<file path="src/rtl/register_file_stream_reader_pkg.sv">
// Shared definitions for the register file readers: the walker FSM encoding
// and the default widths of the AXI-stream beat fields (tdata = word, tuser = address).
package register_file_stream_reader_pkg;

    localparam int RF_DATA_WIDTH = 32;
    localparam int RF_ADDR_WIDTH = 8;

    typedef enum logic [1:0] {
        ST_IDLE  = 2'd0,
        ST_READ  = 2'd1,
        ST_DRAIN = 2'd2
    } state_t;

endpackage

</file>
<file path="src/rtl/register_file_stream_reader_if.sv">
// AXI-stream beat bundle emitted by the register file readers.
// tuser carries the register address the word was read from.
interface register_file_stream_reader_if
    import register_file_stream_reader_pkg::*;
#(
    parameter int DATA_WIDTH = RF_DATA_WIDTH,
    parameter int ADDR_WIDTH = RF_ADDR_WIDTH
);

    logic [DATA_WIDTH-1:0] tdata;
    logic [ADDR_WIDTH-1:0] tuser;
    logic                  tlast;
    logic                  tvalid;
    logic                  tready;

    modport master (
        output tdata,
        output tuser,
        output tlast,
        output tvalid,
        input  tready
    );

    modport slave (
        input  tdata,
        input  tuser,
        input  tlast,
        input  tvalid,
        output tready
    );

endinterface

</file>
<file path="src/rtl/register_file_stream_reader.sv">
// Walks a contiguous register file window through one combinational read port
// and emits each word as an AXI-stream beat (address on tuser, tlast on the final word).
module register_file_stream_reader
    import register_file_stream_reader_pkg::*;
#(
    parameter int DATA_WIDTH = RF_DATA_WIDTH,
    parameter int ADDR_WIDTH = RF_ADDR_WIDTH
) (
    input  logic                  clk,
    input  logic                  reset,
    input  logic                  start,
    input  logic [ADDR_WIDTH-1:0] base_addr,
    input  logic [ADDR_WIDTH:0]   count,
    output logic                  busy,
    output logic                  done,
    output logic [ADDR_WIDTH-1:0] rf_addr,
    input  logic [DATA_WIDTH-1:0] rf_data,
    register_file_stream_reader_if.master m
);

    localparam logic [ADDR_WIDTH:0] REMAINING_ONE = {{ADDR_WIDTH{1'b0}}, 1'b1};

    state_t state;
    state_t state_next;

    logic [ADDR_WIDTH-1:0] ptr;
    logic [ADDR_WIDTH:0]   remaining;
    logic [DATA_WIDTH-1:0] tdata_reg;
    logic [ADDR_WIDTH-1:0] tuser_reg;
    logic                  tlast_reg;
    logic                  tvalid_reg;
    logic                  busy_reg;
    logic                  done_reg;

    logic take_start;
    logic zero_start;
    logic load;
    logic drain_ack;

    // The read port always looks at the walk pointer; the file answers in the same cycle.
    assign rf_addr  = ptr;
    assign busy     = busy_reg;
    assign done     = done_reg;
    assign m.tdata  = tdata_reg;
    assign m.tuser  = tuser_reg;
    assign m.tlast  = tlast_reg;
    assign m.tvalid = tvalid_reg;

    // State register.
    always_ff @(posedge clk) begin
        if (!reset) begin
            state <= ST_IDLE;
        end else begin
            state <= state_next;
        end
    end

    // Next-state and per-cycle control strobes.
    always_comb begin
        state_next = state;
        take_start = 1'b0;
        zero_start = 1'b0;
        load       = 1'b0;
        drain_ack  = 1'b0;
        case (state)
            ST_IDLE: begin
                if (start) begin
                    if (count != '0) begin
                        take_start = 1'b1;
                        state_next = ST_READ;
                    end else begin
                        zero_start = 1'b1;
                    end
                end
            end
            ST_READ: begin
                // The output register refills whenever it is empty or being consumed.
                load = !tvalid_reg || m.tready;
                if (load && (remaining == REMAINING_ONE)) begin
                    state_next = ST_DRAIN;
                end
            end
            ST_DRAIN: begin
                if (tvalid_reg && m.tready) begin
                    drain_ack  = 1'b1;
                    state_next = ST_IDLE;
                end
            end
            default: begin
                state_next = ST_IDLE;
            end
        endcase
    end

    // Window pointers, output beat register and status flags.
    always_ff @(posedge clk) begin
        if (!reset) begin
            ptr        <= '0;
            remaining  <= '0;
            tdata_reg  <= '0;
            tuser_reg  <= '0;
            tlast_reg  <= 1'b0;
            tvalid_reg <= 1'b0;
            busy_reg   <= 1'b0;
            done_reg   <= 1'b0;
        end else begin
            done_reg <= zero_start || drain_ack;
            if (take_start) begin
                ptr       <= base_addr;
                remaining <= count;
                busy_reg  <= 1'b1;
            end
            if (load) begin
                tdata_reg  <= rf_data;
                tuser_reg  <= ptr;
                tvalid_reg <= 1'b1;
                tlast_reg  <= (remaining == REMAINING_ONE);
                ptr        <= ptr + 1'b1;
                remaining  <= remaining - 1'b1;
            end
            if (drain_ack) begin
                tvalid_reg <= 1'b0;
                tlast_reg  <= 1'b0;
                busy_reg   <= 1'b0;
            end
        end
    end

endmodule

</file>
<file path="src/flat_wrapper.sv">
// flat-port wrapper written by rule: the top's interface ports become plain ports
module register_file_stream_reader_flat import register_file_stream_reader_pkg::*;
#(
    parameter int DATA_WIDTH = RF_DATA_WIDTH,
    parameter int ADDR_WIDTH = RF_ADDR_WIDTH
)
  (clk, reset, start, base_addr, count, busy, done, rf_addr, rf_data, m_tdata, m_tuser, m_tlast, m_tvalid, m_tready);
  register_file_stream_reader_if #(.DATA_WIDTH(DATA_WIDTH), .ADDR_WIDTH(ADDR_WIDTH)) m_i ();
  input  logic clk;
  input  logic reset;
  input  logic start;
  input  logic [ADDR_WIDTH-1:0] base_addr;
  input  logic [ADDR_WIDTH:0] count;
  output logic busy;
  output logic done;
  output logic [ADDR_WIDTH-1:0] rf_addr;
  input  logic [DATA_WIDTH-1:0] rf_data;
  output wire logic [$bits(m_i.tdata)-1:0] m_tdata;
  output wire logic [$bits(m_i.tuser)-1:0] m_tuser;
  output wire logic [$bits(m_i.tlast)-1:0] m_tlast;
  output wire logic [$bits(m_i.tvalid)-1:0] m_tvalid;
  input wire logic [$bits(m_i.tready)-1:0] m_tready;
  assign m_tdata = m_i.tdata;
  assign m_tuser = m_i.tuser;
  assign m_tlast = m_i.tlast;
  assign m_tvalid = m_i.tvalid;
  assign m_i.tready = m_tready;
  register_file_stream_reader #(.DATA_WIDTH(DATA_WIDTH), .ADDR_WIDTH(ADDR_WIDTH)) u_core (.clk(clk), .reset(reset), .start(start), .base_addr(base_addr), .count(count), .busy(busy), .done(done), .rf_addr(rf_addr), .rf_data(rf_data), .m(m_i));
endmodule
</file>
<file path="config.mk">
export PLATFORM = sky130hd
export DESIGN_NAME = register_file_stream_reader_flat
export DESIGN_NICKNAME = d
export VERILOG_FILES = /design/src/rtl/register_file_stream_reader_pkg.sv /design/src/rtl/register_file_stream_reader_if.sv /design/src/rtl/register_file_stream_reader.sv /design/src/flat_wrapper.sv
export SDC_FILE = /design/constraint.sdc
export NUM_CORES = 1
export LEC_CHECK = 0
export CAP_MARGIN = 20
export CORE_MARGIN = 5
export CORE_UTILIZATION = 39
export CTS_BUF_LIST = sky130_fd_sc_hd__clkbuf_16
export DETAILED_ROUTE_END_ITERATION = 10
export GPL_TIMING_DRIVEN = 0
export PLACE_DENSITY = 0.76
export SETUP_SLACK_MARGIN = 0.3
export SYNTH_ARGS = -nofsm -noshare
export SYNTH_HDL_FRONTEND = slang
export SYNTH_SLANG_ARGS = --single-unit
</file>
<file path="constraint.sdc">
create_clock -name clk -period 1.68 [get_ports clk]
set_clock_uncertainty 0.15 [all_clocks]
set_input_delay 0.168 -clock clk [delete_from_list [all_inputs] [get_ports clk]]
set_output_delay 0.168 -clock clk [all_outputs]
set_load 0.02 [all_outputs]
</file>
==> key figures, run 1 <==
Status
  – Outcome: finished with violations
  – Failing checks: setup timing

Floorplan
  – Die span in x: 91.42 um
  – Core Region: 6386 um2
  – Die area: 8357 um2
  – Row cnt: 29
  – Initial Util: 0.4048
  – I/O Pins: 105
  – DIE HEIGHT: 91.42 um

STA
  – Fmax achieved: 0.5143 GHz
  – Max-slew violations: 0
  – Max_slew headroom: 0.4709
  – Final hold violation count: 0
  – RSZ-0062 raised after global routing: yes
  – Share of the clock period used by the worst path after layout: 1.157
  – Final Critical Period: 1.944 ns
  – Slew @ Worst Pin: 0.7937 ns
  – Setup TNS: -0.8450 ns
  – Final worst slack: -0.2643 ns
  – Hold_ws: 0.003835 ns
  – Setup Viol. Count Final: 11

Layout
  – # diodes: 0
  – Nets@finish: 544
  – Post-layout instance area: 5453 um2
  – P&R area growth vs syn: 110.9%
  – Final std cells w/o fill: 570
  – Commonest cells after routing, fill and taps aside: 51 x dfxtp_1, 41 x a21oi_2, 41 x clkdlybuf4s50_1
  – Share of cells above drive strength 1: 0.5254
  – Commonest non-fill, non-tap cell in the layout: dfxtp_1
  – Largest register FFs: 32
  – Fill count: 299
  – Final core utilization: 0.8538

Drt
  – First DRT Iteration DRCs: 238
  – Vias/cell: 5.851
  – Total number of vias: 3335
  – Residual DRC count: 0
  – Wirelength per Cell: 22.08 um
  – Detailed Routing Iterations Pass 1: 5
  – Post-route ant nets: 0
  – DRT Wirelength: 12.59 mm

Pwr
  – Maximum VDD drop: 1.013 mV
  – Clock power share: 0.402
  – Pint: 3.879 mW
  – Total power: 5.621 mW
  – Sequential Power Share: 0.316
  – Leakage: 2.289 nW
  – PD cells: 1031 nW/um2
  – Comb power frac: 0.282
  – Switching share of power: 0.3100
  – P_sw: 1.743 mW

Logic synthesis
  – Synthesized area per cell: 7.954 um2
  – Synth Net Count: 381
  – Synth warn: 0
  – Post-synth cell types: 42
  – EDFF count, synth: 0
  – Ys async rst share: 0
  – Yosys reg bits: 63
  – Sequential share of the synthesized area: 0.4879
  – Ys flop type: dfxtp_1
  – Syn Inst Count: 325
  – Mapped Area: 2585 um2

Global routing
  – GRT overflow: 0
  – First-pass GRT wire length: 18.21 mm
  – GR Util met1: 0.3107
  – Antenna violations before repair: 0
  – Busiest grt layer: met2
  – Grt met2 use: 0.4737
  – Pin count of the biggest net entering global routing: 14
  – Vias in the first global route: 3389
  – Grt met3 use: 0.08512
  – Total GRT Usage: 0.2728

Clocking
  – Clk buf depth: 2
  – Reg clk slew, reported paths: 0.06 ns
  – CTS root buffer: clkbuf_16
  – CTS sink count: 63
  – Num CTS Buffers: 9
  – CTS tree: done
  – H-tree depth: 3
  – Clock Latency Late Sink: 0.35 ns

Placement
  – Worst slack, placed: -0.5849 ns
  – DP Area: 3845 um2
  – Detailed placement HPWL: 5.878 mm
  – Inst Count DP: 505
  – GPL Wtd Cong: 0.8116
  – Buffers on Ports: 103

Worst setup path
  – Delay-heaviest family, CP: simple AND/OR/NAND/NOR gates
  – CP Data Required Time: 1.81 ns
  – Cell breakdown of the critical path: or4b_4 > buf_4 > nor2_4 > buf_4 > a221o_1 > o311a_1
  – Max incr delay on CP: 0.62 ns
  – WP data arrival: 2.08 ns
  – CP max-delay cell: or4b_4
  – CP Buf/Inv Count: 2
  – Critical path fanouts, max: 6
  – Critical Path Start Type: register
  – Cell mode on critical path: buf_4
  – WS Path Type: reg -> reg
  – Worst Setup End Kind: register

Run
  – Max Cap Viol: 0

Worst hold path
  – Hold WC Path Type: in -> reg
synth_stat cells (2+ instances only):
cell type | number | area [um2]
nor3b_1 | 3 | 22.52
nand2_1 | 97 | 364.1
a2bb2oi_1 | 2 | 17.52
o21ai_0 | 4 | 20.02
o311ai_1 | 2 | 17.52
o221ai_1 | 2 | 17.52
clkbuf_1 | 17 | 63.81
ha_1 | 3 | 37.54
nor3_1 | 6 | 30.03
inv_1 | 5 | 18.77
a21oi_1 | 51 | 255.2
o31a_1 | 3 | 26.28
o21a_1 | 2 | 15.01
or4_1 | 2 | 15.01
nor2b_1 | 4 | 25.02
a31oi_1 | 7 | 43.79
nand2b_1 | 2 | 12.51
dfxtp_1 | 63 | 1261
nor2_1 | 11 | 41.29
o311a_1 | 2 | 20.02
or2_2 | 3 | 18.77
nand4_1 | 3 | 18.77
nand3_1 | 12 | 60.06
power groups by stage:
stage	clock network [mW]	logic [mW]	registers, mW
CTS	2.22	1.34	1.74
global route	2.33	1.65	1.79
global placement	0	0.919	1.74
detailed placement	0	0.940	1.75
finish	2.26	1.58	1.78
floorplan	0	0.425	1.83
metal layers:
layer / vias up / wire, um
met5: - / 0
met2: 233 / 6405
met3: 57 / 1031
met1: 1583 / 4628
li1: 1462 / -
met4: 0 / 523
worst register-to-register path: cells and delay by family (launching register included):
kind / cells / cell delay [ns]
AO/OA/AOI/OAI: 2 / 0.33
AND/OR/NAND/NOR: 2 / 0.72
buffers and inverters: 2 / 0.28
flip-flops: 1 / 0.42
kinds of logic after synthesis:
group	Yosys count	synth area share
mux	1	0.004356
fa+ha+maj	3	0.01452
flops	63	0.4879
simple gates	150	0.2570
buf+inv	25	0.03824
compound gates	83	0.1980
cell type report:
type                            count  area, um2  area share
Buffer                             19      292.8     0.05369
Clock buffer                        9      225.2     0.04130
Clock inverter                      7      125.1     0.02295
Inverter                            6      22.52    0.004130
Multi-Input combinational cell    237       1984      0.3639
Sequential cell                    63       1286      0.2359
Tap cell                           77      96.34     0.01767
Timing Repair Buffer              152       1420      0.2604
worst paths after layout:
kind | startpoint | end | slack, ns | depth (start not counted)
setup / recovery | u_core.remaining[2] | u_core.remaining[6] | -0.26 | 6
hold / removal | count[0] | u_core.remaining[0] | 0.004 | 3
setup reg to reg | u_core.remaining[2] | u_core.remaining[6] | -0.26 | 6
hold reg to reg | u_core.m.tuser[3] | u_core.m.tuser[3] | 0.31 | 2
what timing repair did:
item                                   CTS  global route
resized for setup                      260           120
hold buffers                             2             1
pin swaps                               74            33
endpoints found under the hold margin    2             1
buffers inserted                        26             8
cloned                                  10             2
setup endpoints to repair              114            96
Power figures use the tool's default switching activity.
==> inputs of run 2 (changes only) <==
--- a/config.mk
+++ b/config.mk
@@ -6,6 +6,7 @@
 export NUM_CORES = 1
 export LEC_CHECK = 0
 export CAP_MARGIN = 20
+export CORE_ASPECT_RATIO = 0.6
 export CORE_MARGIN = 5
 export CORE_UTILIZATION = 39
 export CTS_BUF_LIST = sky130_fd_sc_hd__clkbuf_16
@@ -16,3 +17,4 @@
 export SYNTH_ARGS = -nofsm -noshare
 export SYNTH_HDL_FRONTEND = slang
 export SYNTH_SLANG_ARGS = --single-unit
+export TNS_END_PERCENT = 100
==> run 2 against run 1 <==
  * Worst hold slack better by 0.025 ns
  * Total power is 10% lower
  * Critical path type unchanged
  * Sequential share of layout area is 1.0 points higher
  * First-iteration DRC count is 1.3% lower
  * Largest cell class unchanged
  * Highest routed layer unchanged
  * Setup slack better by 0.097 ns
  * The flow still finishes with violations (setup timing)
==> key figures, run 2 (synthesis results as in run 1) <==
Pwr
  – Maximum VDD drop: 0.4698 mV
  – Total power: 5.035 mW
  – PD cells: 964.2 nW/um2
  – Leakage: 2.269 nW

STA
  – Setup Viol. Count Final: 8
  – RSZ-0062 raised after global routing: yes
  – Final hold violation count: 0
  – Share of the clock period used by the worst path after layout: 1.099
  – Max_slew headroom: 0.4766
  – Fmax achieved: 0.5415 GHz
  – Max-slew violations: 0
  – Final worst slack: -0.1669 ns
  – Slew @ Worst Pin: 0.7851 ns
  – Setup TNS: -0.5333 ns
  – Final Critical Period: 1.847 ns
  – Hold_ws: 0.02846 ns

Layout
  – Commonest cells after routing, fill and taps aside: 54 x nand2_1, 51 x dfxtp_1, 47 x dlygate4sd2_1
  – Fill count: 367
  – # diodes: 0
  – Final core utilization: 0.7958
  – Nets@finish: 534
  – Register Area: 1284 um2
  – Largest register FFs: 32
  – P&R area growth vs syn: 102.0%
  – Multi-input gate area: 1876 um2
  – Share of cells above drive strength 1: 0.4369
  – Commonest non-fill, non-tap cell in the layout: nand2_1

Worst setup path
  – Critical path depth in cells: 6
  – R2r endpoint: u_core.remaining[8]
  – Critical Path Start Type: register
  – Critical path launch point: u_core.remaining[0]
  – Worst reg2reg path depth: 6
  – Worst Setup End Kind: register
  – Delay-heaviest family, CP: compound AO/OA/AOI/OAI gates
  – Critical path fanouts, max: 4
  – R2R Path Start: u_core.remaining[0]
  – Max incr delay on CP: 0.48 ns
  – CP max-delay cell: or4b_4
  – Cell breakdown of the critical path: inv_2 > ha_4 > or4b_4 > o41a_1 > o21ai_1 > a31oi_1
  – CP Buf/Inv Count: 1
  – CP Data Required Time: 1.72 ns
  – R2r setup slk: -0.17 ns
  – Critical Path Sink: u_core.remaining[8]
  – WP data arrival: 1.89 ns
  – WS Path Type: reg -> reg

Worst hold path
  – Hold WC Path Type: in -> reg

Global routing
  – Total GRT Usage: 0.2466
  – Pin count of the biggest net entering global routing: 13
  – GR Util met1: 0.3101
  – Vias in the first global route: 3097
  – Antenna violations before repair: 0
  – GRT overflow: 0
  – Grt met3 use: 0.08948
  – Busiest grt layer: met2
  – First-pass GRT wire length: 15.96 mm
  – Grt met2 use: 0.3917

Floorplan
  – Row cnt: 23
  – Initial Util: 0.3940
  – I/O Pins: 105
  – Core Region: 6561 um2
  – Die span in x: 115.1 um
  – Die area: 8410 um2
  – DIE HEIGHT: 73.06 um

Drt
  – First DRT Iteration DRCs: 235
  – Post-route ant nets: 0
  – Total number of vias: 3205
  – DRT Wirelength: 11.22 mm
  – Residual DRC count: 0
  – Vias/cell: 5.623
  – Wirelength per Cell: 19.68 um
  – Detailed Routing Iterations Pass 1: 5

Clocking
  – Clk buf depth: 2
  – Reg clk slew, reported paths: 0.05 ns
  – CTS root buffer: clkbuf_16
  – Num CTS Buffers: 9
  – H-tree depth: 3
  – CTS tree: done
  – Clock Latency Late Sink: 0.33 ns
  – CTS sink count: 63

Status
  – Failing checks: setup timing
  – Outcome: finished with violations

Placement
  – Detailed placement HPWL: 5.928 mm
  – Buffers on Ports: 103
  – Worst slack, placed: -0.5984 ns
  – GPL Wtd Cong: 0.8886

Run
  – Max Cap Viol: 0
[run 2: changes by cell type in the layout (fill, tap and decap cells not counted), sizes merged]
cell	delta
buf	-12
bufinv	-2
clkbuf	-14
clkdlybuf4s15	-12
clkinv	+3
clkinvlp	+1
dlygate4sd2	+30
dlygate4sd3	-1
dlymetal6s2s	-1
inv	-2
[run 2: cell type report]
type,instances,area share
inverters,6,0.004313
multi-input cells,237,0.3592
plain buffers,19,0.05128
well taps,87,0.02085
repair buffers,142,0.2617
clock buffers,9,0.04313
clock inverters,7,0.01366
flip-flops and latches,63,0.2459
[run 2: how the worst min path moves through the flow]
stage                               end  depth (start not counted)               from  slack [ns]
floorplan            u_core.m.tdata[10]                          2        rf_data[10]        0.15
global placement      u_core.m.tdata[9]                          2  u_core.m.tdata[9]        0.29
detailed placement    u_core.m.tuser[4]                          2  u_core.m.tuser[4]        0.30
CTS                 u_core.remaining[0]                          3           count[0]       0.005
global route        u_core.remaining[0]                          3           count[0]        0.05
finish              u_core.remaining[0]                          3           count[0]        0.03
[run 2: worst min-delay path: stages]
cell	delay, ns
buf_2	0.09
a22oi_1	0.08
a21oi_1	0.14
[run 2: metrics by stage]
step / cells / instance area [um2]
global route: 570 / 5221
floorplan: 325 / 2718
global placement: 515 / 3857
CTS: 557 / 4911
detailed placement: 515 / 3857
finish: 570 / 5221
[run 2: repair_timing]
item,in CTS,in global routing
hold buffers,1,1
cloned,7,1
resized for setup,233,58
setup endpoints to repair,114,72
pin swaps,22,15
buffers inserted,18,11
endpoints found under the hold margin,1,1
[run 2: routing by layer]
layer	up-vias	wire, um
li1	1446	-
met1	1554	4753
met2	171	5188
met3	34	950
met4	0	325
met5	-	0
[run 2: power by group]
part | internal (mW) | total [mW] | switching (mW)
Sequential | 1.62 | 1.74 | 0.125
Clock | 1.15 | 1.85 | 0.705
Combinational | 0.711 | 1.44 | 0.725
Total | 3.48 | 5.03 | 1.56
